<file path="config.mk">
export PLATFORM = sky130hd
export DESIGN_NAME = mux_4x1
export DESIGN_NICKNAME = d
export VERILOG_FILES = /design/src/rtl/mux_4x1.sv
export SDC_FILE = /design/constraint.sdc
export NUM_CORES = 1
export LEC_CHECK = 0
export CAP_MARGIN = 20
export CORE_AREA = 2 2 39 41
export CTS_CLUSTER_SIZE = 14
export DETAILED_ROUTE_END_ITERATION = 8
export DIE_AREA = 0 0 41 43
export DONT_BUFFER_PORTS = 1
export PLACE_DENSITY_LB_ADDON = 0.1
export REMOVE_ABC_BUFFERS = 1
export SLEW_MARGIN = 20
export SYNTH_ARGS = -nofsm -noshare
export SYNTH_HDL_FRONTEND = slang
export SYNTH_SLANG_ARGS = --single-unit
</file>
<file path="constraint.sdc">
create_clock -name clk -period 1.5 [get_ports clk]
set_input_delay 0.15 -clock clk [delete_from_list [all_inputs] [get_ports clk]]
set_output_delay 0.15 -clock clk [all_outputs]
set_load 0.05 [all_outputs]
</file>
<file path="src/rtl/mux_4x1.sv">
// -----------------------------------------------------------------------------
// mux_4x1 : 4-to-1 data selector with an optional output register.
//
// Routes one of four WIDTH-bit inputs to F. The two select bits form
// {sel1, sel2} with sel1 as the MSB:
//   00 -> A, 01 -> B, 10 -> C, 11 -> D
// sel_onehot reports the decoded select as {D,C,B,A} and always has the same
// timing as F.
//
// Parameters
//   WIDTH        : width of A, B, C, D and F (>= 1)
//   REGISTER_OUT : 1 -> F and sel_onehot are registered (1-cycle latency,
//                       synchronous active-high rst, load enable en)
//                  0 -> F and sel_onehot are purely combinational;
//                       clk, rst and en are ignored
//
// Ports
//   clk        in   1      rising-edge clock
//   rst        in   1      synchronous active-high reset (wins over en)
//   en         in   1      load enable for the output registers
//   A, B, C, D in   WIDTH  data inputs 0..3
//   sel1       in   1      select MSB
//   sel2       in   1      select LSB
//   F          out  WIDTH  selected data
//   sel_onehot out  4      decoded select {D,C,B,A}
//
// Interface timing: there is no handshake. In registered mode every edge
// with en=1 (and rst=0) captures the current selection, so a new input can
// be presented every cycle. With en=0 the outputs hold their last value.
// -----------------------------------------------------------------------------
module mux_4x1 #(
   parameter int WIDTH        = 1,
   parameter int REGISTER_OUT = 1
) (
   input  logic             clk,
   input  logic             rst,
   input  logic             en,
   input  logic [WIDTH-1:0] A,
   input  logic [WIDTH-1:0] B,
   input  logic [WIDTH-1:0] C,
   input  logic [WIDTH-1:0] D,
   input  logic             sel1,
   input  logic             sel2,
   output logic [WIDTH-1:0] F,
   output logic [3:0]       sel_onehot
);

   // Combinational selection shared by both output modes.
   logic [WIDTH-1:0] sel_data;
   logic [3:0]       sel_dec;

   always_comb begin
      sel_data = '0;
      sel_dec  = 4'b0000;
      case ({sel1, sel2})
         2'b00: begin
            sel_data = A;
            sel_dec  = 4'b0001;
         end
         2'b01: begin
            sel_data = B;
            sel_dec  = 4'b0010;
         end
         2'b10: begin
            sel_data = C;
            sel_dec  = 4'b0100;
         end
         2'b11: begin
            sel_data = D;
            sel_dec  = 4'b1000;
         end
         default: begin
            // An unknown select must not quietly pick an input: propagate X
            // so a floating select is visible downstream in simulation.
            sel_data = {WIDTH{1'bx}};
            sel_dec  = 4'bxxxx;
         end
      endcase
   end

   generate
      if (REGISTER_OUT != 0) begin : g_reg
         logic [WIDTH-1:0] f_q;
         logic [3:0]       onehot_q;

         // rst has priority over en so a reset edge always clears the outputs.
         always_ff @(posedge clk) begin
            if (rst) begin
               f_q      <= '0;
               onehot_q <= 4'b0000;
            end else if (en) begin
               f_q      <= sel_data;
               onehot_q <= sel_dec;
            end
         end

         assign F          = f_q;
         assign sel_onehot = onehot_q;
      end else begin : g_comb
         // Clock, reset and enable have no function in this mode; fold them
         // into a sink so they are visibly consumed.
         logic unused_ctrl;
         assign unused_ctrl = ^{clk, rst, en};

         assign F          = sel_data;
         assign sel_onehot = sel_dec;
      end
   endgenerate

endmodule

</file>
==> results of run 1 <==
## where the power goes
part	internal (W)	switching [W]	leakage, nW	total (W)
registers	0.000140	0.00000614	0.0409	0.000146
logic	0.0000198	0.0000260	0.0617	0.0000458
clock network	0.000101	0.0000550	0.0150	0.000156
## registers in the layout (all words and copies together) (netlist names)
register    flops
sel_onehot      4
F               1
## stage by stage
stage                     instance area [sq um]  instances  setup WS, ns
after detailed placement                  277.8         43        0.5711
final                                     314.1         48        0.4786
after global routing                      314.1         48        0.4464
after floorplan                           227.7         23        0.3721
after global placement                    277.8         43        0.5986
after CTS                                 314.1         48        0.4613
## layout make-up
| cell class | count | area [sq um] | area share |
|---|---|---|---|
| multi-input combinational | 18 | 127.6 | 0.4064 |
| sequential | 5 | 100.1 | 0.3187 |
| timing repair buffer | 5 | 40.04 | 0.1275 |
| clock buffer | 4 | 26.28 | 0.08367 |
| tap | 16 | 20.02 | 0.06375 |
## cell families after synthesis
family,after synthesis,share of synthesized area
AO/OA/AOI/OAI,5,0.1224
AND/OR/NAND/NOR,11,0.3351
flip-flops,5,0.4255
multiplexers,2,0.08511
buffers and inverters,1,0.03193
## per-layer routing
| metal | wire length (um) | vias up |
|---|---|---|
| li1 | - | 105 |
| met1 | 189 | 93 |
| met2 | 248 | 6 |
| met3 | 57 | 2 |
| met4 | 12 | 0 |
| met5 | 0 | - |
## worst paths after layout
check / slack (ns) / end / startpoint / cells past startpoint
worst max-delay path: 0.48 / sel_onehot[0] / sel_onehot[0] / 0
worst min register to register: 0.47 / sel_onehot[2] / sel_onehot[2] / 2
worst min-delay path: 0.07 / sel_onehot[3] / en / 2
worst max register to register: 0.57 / sel_onehot[0] / sel_onehot[0] / 2
## cells in the final DEF, fill, tap and decap left out, types with 2 or more instances in the layout
cell                       instances
sky130_fd_sc_hd__dfxtp_1           5
sky130_fd_sc_hd__nand2b_1          4
sky130_fd_sc_hd__a21oi_1           4
sky130_fd_sc_hd__buf_4             4
sky130_fd_sc_hd__nand3b_1          3
sky130_fd_sc_hd__or3b_1            3
sky130_fd_sc_hd__clkbuf_4          3
sky130_fd_sc_hd__mux2i_1           2
==> flow_summary.rst, run 1 <==
.. list-table::
   :header-rows: 1

   * - Metric
     - Value
   * - Cell with the most instances after synthesis
     - sky130_fd_sc_hd__dfxtp_1
   * - Library cell occupying the most area in the post-synthesis netlist
     - sky130_fd_sc_hd__dfxtp_1
   * - Portion of the post-synthesis area used by sequential elements
     - 0.4255
   * - Leakage
     - 0.1176 nW
   * - Pin count of the biggest net entering global routing
     - 12
   * - Buffer depth of the longest clock path
     - 2
   * - Sinks on the clock net
     - 5
   * - Die ar.
     - 1763 sq um
   * - Instance count of the mapped netlist
     - 24
   * - Tot Pwr
     - 0.0003471 W
   * - RSZ-0062 raised after global routing
     - no
   * - Final routed wirelength across all metal layers
     - 507 um
   * - Antenna violations before repair
     - 0
   * - Area added between synthesis and finish
     - 33.51%
   * - Gates resized, CTS repair
     - 0
   * - Worst slew margin relative to its limit
     - 0.6623
   * - Critical path arrival
     - 0.87 ns
   * - Source-to-sink clock delay at the later pin of the worst-skew pair
     - 0.24 ns
   * - Share of async-settable or async-resettable flops after synthesis
     - 0
   * - Total I/O pin count
     - 14
   * - Drt wl/cell
     - 10.56 um
   * - Post-CTS Hold Buffers
     - 1
   * - Violation count after the first detailed-routing iteration
     - 1
   * - Total of warnings raised by yosys
     - 0
   * - CORE AREA
     - 1384 sq um
   * - Critical path required time
     - 1.35 ns
   * - Outcome
     - completed
   * - Hold violation total from the final report
     - 0
   * - Transition time at the pin with the least slew margin
     - 0.5058 ns
   * - Weighted congestion at the end of routability-driven global placement
     - 0.6162
   * - Cell at the root of the clock tree
     - sky130_fd_sc_hd__clkbuf_4
   * - CTS tree
     - done
   * - Total Neg Setup Slack
     - 0 ns
   * - Distinct cell type count of the synthesized netlist
     - 9
   * - Wire length of the first global-routing pass
     - 821 um
   * - Commonest cells in the synthesized netlist
     - sky130_fd_sc_hd__dfxtp_1 (5), sky130_fd_sc_hd__a21oi_1 (4), sky130_fd_sc_hd__nand2b_1 (4)
   * - Peak VDD IR
     - 0.4386 mV
   * - CP Capture Type
     - output pin
   * - Final clock period utilization by the worst path
     - 0.6809
   * - Kind of critical path
     - reg -> out
   * - Number of synthesized register bits
     - 5
   * - Post-synth EDFFs
     - 0
   * - Number of nets in the layout
     - 42
   * - Cell Pwr Density
     - 1105 nW/um^2
   * - Total global-route track usage
     - 0.07916
   * - Die width
     - 41 um
   * - Clock transition at path regs
     - 0.04 ns
   * - Buffers inserted by post-CTS timing repair
     - 0
   * - Die Y
     - 43 um
   * - Portion of synthesized cell area occupied by the leading cell type
     - 0.4255
   * - M1 GR Usage
     - 0.07987
   * - Share of post-route cells with drive strength above 1
     - 0.2188
   * - Remaining number of nets flagged by the antenna check after routing
     - 0
   * - Maximum clock frequency
     - 979.1 MHz
   * - Core utilization of the finished layout
     - 0.2269
   * - Global routing usage on met3
     - 0.09948
   * - Number of placement rows
     - 14
   * - Avg Synthesized Cell Area
     - 9.801 sq um
   * - Hold slack final
     - 0.06595 ns
   * - Number of detailed-routing iterations run before antenna repair
     - 2
   * - Top fanout value on the critical path
     - 2
   * - Fillcell total
     - 155
   * - Reported max-cap violation count
     - 0
   * - Most congested layer reported by global routing
     - met3
   * - Largest cells by area after synthesis
     - sky130_fd_sc_hd__dfxtp_1 (43%), sky130_fd_sc_hd__or3b_1 (11%), sky130_fd_sc_hd__nand2b_1 (11%)
   * - Number of global-route vias before repair
     - 179
   * - Count of buffers inserted at the top-level ports
     - 0
   * - Clock buffer count from CTS
     - 3
   * - Ant. Diodes
     - 0
   * - Effective utilization at floorplan
     - 0.1700
   * - Final setup fails
     - 0
   * - Min Tclk post-route
     - 1.021 ns
   * - Netlist Area Pre-Place
     - 235.2 sq um
   * - Met2 Use GR
     - 0.09063
   * - Most frequently used flop master after synthesis
     - sky130_fd_sc_hd__dfxtp_1
   * - Via-per-instance ratio
     - 4.292
   * - Startpoint type of the worst setup path
     - register
   * - DR vias
     - 206
   * - DRC viols
     - 0
   * - Final Slew Violations
     - 0
   * - Class of the most critical hold timing path
     - in -> reg
   * - Deepest level of the CTS H-tree
     - 1
   * - Post-route clock skew
     - 0 ns
   * - Residual overflow from global routing
     - 0
No activity file was read; power rests on OpenSTA's default activity.
==> run 2, diff against run 1 <==
==> constraint.sdc (replaced) <==
create_clock -name clk -period 0.9 [get_ports clk]
set_input_delay 0.09 -clock clk [delete_from_list [all_inputs] [get_ports clk]]
set_output_delay 0.09 -clock clk [all_outputs]
set_load 0.05 [all_outputs]
==> run 2 against run 1 <==
Sequential cell count is the same. Via count increased by 1.5%. Final area grew 10%. Critical path depth up 1. Power increased by 70%. Sequential power grew 63%. Worst hold slack lost 0.059 ns. Core utilization rose by 2.3 points. Sequential share of layout area is 2.9 points lower.
==> flow_summary.rst, run 2 (same netlist as run 1, synthesis figures left out) <==
.. list-table::
   :header-rows: 1

   * - Metric
     - Value
   * - Outcome
     - completed
   * - Class of the most critical hold timing path
     - in -> reg
   * - Cell breakdown of the critical path
     - buf_4
   * - Min Tclk post-route
     - 0.8534 ns
   * - Worst slew margin relative to its limit
     - 0.9044
   * - Total I/O pin count
     - 14
   * - Hold slack final
     - 0.007164 ns
   * - Buffer depth of the longest clock path
     - 2
   * - Final clock period utilization by the worst path
     - 0.9483
   * - Sum of buffers and inverters on the critical path
     - 1
   * - Most used cells in the layout excluding fill and tap cells
     - sky130_fd_sc_hd__dfxtp_1 (5), sky130_fd_sc_hd__nand2b_1 (4), sky130_fd_sc_hd__a21oi_1 (4), sky130_fd_sc_hd__buf_4 (4)
   * - Number of global-route vias before repair
     - 187
   * - Total internal power
     - 0.0004422 W
   * - DRC viols
     - 0
   * - CTS tree
     - done
   * - Final Slew Violations
     - 0
   * - Finished Layout Cells
     - 51
   * - Final setup fails
     - 0
   * - Total global-route track usage
     - 0.07823
   * - DR vias
     - 209
   * - Leakage
     - 0.1321 nW
   * - Area used by multi-input combinational logic
     - 127.6 sq um
   * - Kind of critical path
     - reg -> out
   * - Peak VDD IR
     - 0.8315 mV
   * - Share of post-route cells with drive strength above 1
     - 0.2286
   * - Deepest level of the CTS H-tree
     - 1
   * - Sw Ratio
     - 0.2496
   * - Critical path arrival
     - 0.76 ns
   * - Number of detailed-routing iterations run before antenna repair
     - 1
   * - Tot Pwr
     - 0.0005893 W
   * - Via-per-instance ratio
     - 4.098
   * - Transition time at the pin with the least slew margin
     - 0.1393 ns
   * - Effective utilization at floorplan
     - 0.1700
   * - Sequential Power Share
     - 0.403
   * - DP HPWL
     - 380.2 um
   * - Antenna violations before repair
     - 0
   * - CORE AREA
     - 1384 sq um
   * - Clock transition at path regs
     - 0.04 ns
   * - Pin count of the biggest net entering global routing
     - 12
   * - Post-route clock skew
     - 0 ns
   * - Sinks on the clock net
     - 5
   * - Core utilization of the finished layout
     - 0.2495
   * - Buffers inserted by post-CTS timing repair
     - 0
   * - Critical path required time
     - 0.81 ns
   * - Top fanout value on the critical path
     - 2
   * - RSZ-0062 raised after global routing
     - no
   * - Remaining number of nets flagged by the antenna check after routing
     - 0
   * - Net switching power
     - 0.0001471 W
   * - Ant. Diodes
     - 0
   * - Die Y
     - 43 um
   * - Hold violation total from the final report
     - 0
   * - Violation count after the first detailed-routing iteration
     - 0
   * - Clock buffer count from CTS
     - 3
   * - Reported max-cap violation count
     - 0
   * - Number of placement rows
     - 14
   * - Source-to-sink clock delay at the later pin of the worst-skew pair
     - 0.24 ns
   * - Number of instances in the placed design
     - 44
   * - Final routed wirelength across all metal layers
     - 541 um
   * - Die ar.
     - 1763 sq um
   * - Area added between synthesis and finish
     - 46.81%
   * - Family with the most delay on the worst path
     - flip-flops
   * - Cell Pwr Density
     - 1706 nW/um^2
   * - Cell at the root of the clock tree
     - sky130_fd_sc_hd__clkbuf_4
   * - Weighted congestion at the end of routability-driven global placement
     - 0.5960
   * - CP Capture Type
     - output pin
   * - Number of nets in the layout
     - 45
   * - Die width
     - 41 um
   * - Count of buffers inserted at the top-level ports
     - 0
   * - Drt wl/cell
     - 10.61 um
   * - Flip-flop count of the largest register after layout
     - 4
   * - Maximum clock frequency
     - 1172 MHz
   * - Startpoint type of the worst setup path
     - register
   * - Wire length of the first global-routing pass
     - 807 um
   * - Total Neg Setup Slack
     - 0 ns
   * - Largest stage delay on the critical path
     - 0.32 ns
   * - Residual overflow from global routing
     - 0
   * - Part of the total power dissipated in combinational logic
     - 0.157
   * - Sequential cell area
     - 100.1 sq um
   * - Clock network power share
     - 0.440
   * - Fillcell total
     - 155
   * - Leading cell type in the layout, fill and taps excluded
     - sky130_fd_sc_hd__dfxtp_1
   * - Highest-delay cell along the critical path
     - sky130_fd_sc_hd__dfxtp_1
## run 2: worst register-to-register path: cells and delay by family (launching register included)
family / cells / cell delay [ns]
flops: 1 / 0.32
simple gates: 1 / 0.35
compound gates: 1 / 0.07
## run 2: path summary, 6_finish.rpt
path | startpoint | to | slack (ns) | cells after the start
worst min-delay path | en | sel_onehot[3] | 0.007 | 2
worst min register to register | sel_onehot[2] | sel_onehot[2] | 0.46 | 2
worst max-delay path | sel_onehot[3] | sel_onehot[3] | 0.05 | 1
worst max register to register | F | F | 0.09 | 2
## run 2: metal layers
metal | vias to the layer above | part of all wire | track usage
met5 | - | 0 | 0
met4 | 0 | 0 | 0.04000
met3 | 0 | 0.12 | 0.09424
met2 | 7 | 0.48 | 0.09375
met1 | 94 | 0.40 | 0.07692
li1 | 108 | - | -
## run 2: final cells by class
cell class              count  area share
multi-input cells          18      0.3696
clock buffers               4     0.07609
well taps                  16     0.05797
flip-flops and latches      5      0.2899
repair buffers              8      0.2065
## run 2: what timing repair did
| item | CTS | global route |
|---|---|---|
| endpoints found under the setup margin | 0 | 1 |
| hold buffers | 2 | 1 |
| resized for setup | 0 | 1 |
| endpoints found under the hold margin | 4 | 1 |
## run 2: through the flow
step | instance area, sq um | setup WS, ns
floorplan | 227.7 | -0.2279
global placement | 285.3 | 0.1117
detailed placement | 285.3 | 0.09731
CTS | 331.6 | 0.02498
global route | 345.3 | 0.002241
finish | 345.3 | 0.04655
## run 2: power by group through the flow
stage	Sequential (W)	Combinational (W)	Clock [W]
3_3_place_gp	0.000241	0.0000791	0
3_5_place_dp	0.000241	0.0000796	0
4_1_cts	0.000238	0.0000889	0.000276
6_report	0.000238	0.0000924	0.000259
5_1_grt	0.000238	0.0000971	0.000294
2_1_floorplan	0.000277	0.0000251	0
==> run 3, diff against run 2 <==
--- a/config.mk
+++ b/config.mk
@@ -11,8 +11,10 @@
 export DETAILED_ROUTE_END_ITERATION = 8
 export DIE_AREA = 0 0 41 43
 export DONT_BUFFER_PORTS = 1
+export GPL_ROUTABILITY_DRIVEN = 0
 export PLACE_DENSITY_LB_ADDON = 0.1
 export REMOVE_ABC_BUFFERS = 1
+export SETUP_SLACK_MARGIN = 0.15
 export SLEW_MARGIN = 20
 export SYNTH_ARGS = -nofsm -noshare
 export SYNTH_HDL_FRONTEND = slang
==> run 3 against run 2 <==
Sequential cell count is the same. Clock-buffer cell count unchanged. Power is 5.1% higher. Critical path type is now reg -> reg. Highest routed layer unchanged.
==> flow_summary.rst, run 3 (same netlist as run 1, synthesis figures left out) <==
.. list-table::
   :header-rows: 1

   * - Metric
     - Value
   * - Highest-delay cell along the critical path
     - sky130_fd_sc_hd__or3b_1
   * - Number of global-route vias before repair
     - 218
   * - RSZ-0062 raised after global routing
     - yes
   * - Clock buffer count from CTS
     - 3
   * - Number of placement rows
     - 14
   * - Final routed wirelength across all metal layers
     - 585 um
   * - Antenna violations before repair
     - 0
   * - Via-per-instance ratio
     - 4.226
   * - Number of detailed-routing iterations run before antenna repair
     - 1
   * - Number of instances in the placed design
     - 44
   * - Pin count of the biggest net entering global routing
     - 11
   * - Area used by multi-input combinational logic
     - 133.9 sq um
   * - Reg-to-reg critical path startpoint
     - F
   * - Finished Layout Cells
     - 53
   * - Fillcell total
     - 147
   * - Sequential cell area
     - 106.4 sq um
   * - Most used cells in the layout excluding fill and tap cells
     - sky130_fd_sc_hd__dfxtp_2 (5), sky130_fd_sc_hd__dlygate4sd3_1 (5), sky130_fd_sc_hd__nand2b_1 (4), sky130_fd_sc_hd__a21oi_1 (4), sky130_fd_sc_hd__buf_8 (4)
   * - Die Y
     - 43 um
   * - Top fanout value on the critical path
     - 2
   * - Largest stage delay on the critical path
     - 0.36 ns
   * - CP Capture Type
     - register
   * - Area added between synthesis and finish
     - 73.40%
   * - CORE AREA
     - 1384 sq um
   * - Startpoint type of the worst setup path
     - register
   * - DP HPWL
     - 380.2 um
   * - Share of post-route cells with drive strength above 1
     - 0.3784
   * - Deepest level of the CTS H-tree
     - 1
   * - Critical path arrival
     - 0.98 ns
   * - Cell at the root of the clock tree
     - sky130_fd_sc_hd__clkbuf_4
   * - Worst setup startpoint
     - F
   * - Number of nets in the layout
     - 47
   * - Class of the most critical hold timing path
     - in -> reg
   * - Total I/O pin count
     - 14
   * - Cell Pwr Density
     - 1519 nW/um^2
   * - Drt wl/cell
     - 11.04 um
   * - Final setup fails
     - 0
   * - Clock transition at path regs
     - 0.04 ns
   * - Remaining number of nets flagged by the antenna check after routing
     - 0
   * - Flip-flop count of the largest register after layout
     - 4
   * - Die width
     - 41 um
   * - Cell breakdown of the critical path
     - or3b_1 -> o221ai_2
   * - Worst slew margin relative to its limit
     - 0.8829
   * - Kind of critical path
     - reg -> reg
   * - Residual overflow from global routing
     - 0
   * - Min Tclk post-route
     - 0.8218 ns
   * - DRC viols
     - 0
   * - Ant. Diodes
     - 0
   * - Post-placement worst setup slack
     - 0.09731 ns
   * - Die ar.
     - 1763 sq um
   * - PnR worst setup slack
     - 0.07817 ns
   * - Wire length of the first global-routing pass
     - 931 um
   * - Peak VDD IR
     - 0.8348 mV
   * - Transition time at the pin with the least slew margin
     - 0.1708 ns
   * - Buffer depth of the longest clock path
     - 2
   * - DR vias
     - 224
   * - CTS tree
     - done
   * - Hold path startpoint
     - sel2
   * - Total global-route track usage
     - 0.08735
   * - Source-to-sink clock delay at the later pin of the worst-skew pair
     - 0.24 ns
   * - Count of buffers inserted at the top-level ports
     - 0
   * - Outcome
     - completed
   * - Effective utilization at floorplan
     - 0.1700
   * - Post-route clock skew
     - 0 ns
   * - Reported max-cap violation count
     - 0
   * - Leakage
     - 0.1511 nW
   * - Critical path required time
     - 1.06 ns
   * - Sinks on the clock net
     - 5
   * - Final clock period utilization by the worst path
     - 0.9131
   * - Final Slew Violations
     - 0
   * - Hold violation total from the final report
     - 0
   * - Maximum clock frequency
     - 1217 MHz
   * - Violation count after the first detailed-routing iteration
     - 0
run 3: cell count changes in the layout (fill, tap and decap cells not counted), sizes merged:
| cell | previous run | this run |
|---|---|---|
| dlygate4sd3 | 3 | 5 |
run 3: path summary, 6_finish.rpt:
kind | to | slack [ns] | cells past startpoint
min reg2reg | sel_onehot[1] | 0.48 | 2
min | sel_onehot[3] | 0.01 | 2
max | F | 0.08 | 2
max reg2reg | F | 0.08 | 2
run 3: report_power, final:
group	total, W	leakage (nW)	switching (W)	internal [W]
combinational	0.000115	0.0931	0.0000554	0.0000593
clock	0.000262	0.0150	0.0000943	0.000168
sequential	0.000243	0.0430	0.00000781	0.000235
run 3: metal layers:
layer | up-vias | GRT usage | share of wire
met5 | - | 0 | 0
met4 | 0 | 0.04000 | 0
met3 | 0 | 0.09424 | 0.099
met2 | 7 | 0.1063 | 0.51
met1 | 105 | 0.09325 | 0.39
li1 | 112 | - | -
run 3: per-stage QoR:
step | power, W | cell area (sq um) | util | TNS (ns) | hold WS, ns
2_1_floorplan | 0.0003021 | 227.7 | - | -0.2279 | 0.1591
3_3_place_gp | 0.0003203 | 285.3 | 0.2061 | 0 | 0.1603
3_5_place_dp | 0.0003211 | 285.3 | 0.2061 | 0 | 0.1619
4_1_cts | 0.0006242 | 384.1 | 0.2776 | 0 | 0.001227
5_1_grt | 0.0006610 | 407.9 | 0.2948 | 0 | 0.003997
6_report | 0.0006194 | 407.9 | 0.2948 | 0 | 0.01311
run 3: repair_timing:
action                                  in CTS  in global routing
endpoints found under the setup margin       6                  6
setup buffers                                0                  0
endpoints found under the hold margin        4                  1
gates cloned                                 0                  0
hold buffers                                 4                  1
gates resized for setup                     12                  3
run 3: critical path, delay by kind of cell (launching register included):
kind             cells  cell delay (ns)
flip-flops           1             0.32
AND/OR/NAND/NOR      1             0.36
AO/OA/AOI/OAI        1             0.06
run 3: cell type report:
cell class | instances | area share
Sequential cell | 5 | 0.2607
Clock buffer | 4 | 0.06442
Tap cell | 16 | 0.04908
Timing Repair Buffer | 10 | 0.2975
Multi-Input combinational cell | 18 | 0.3282
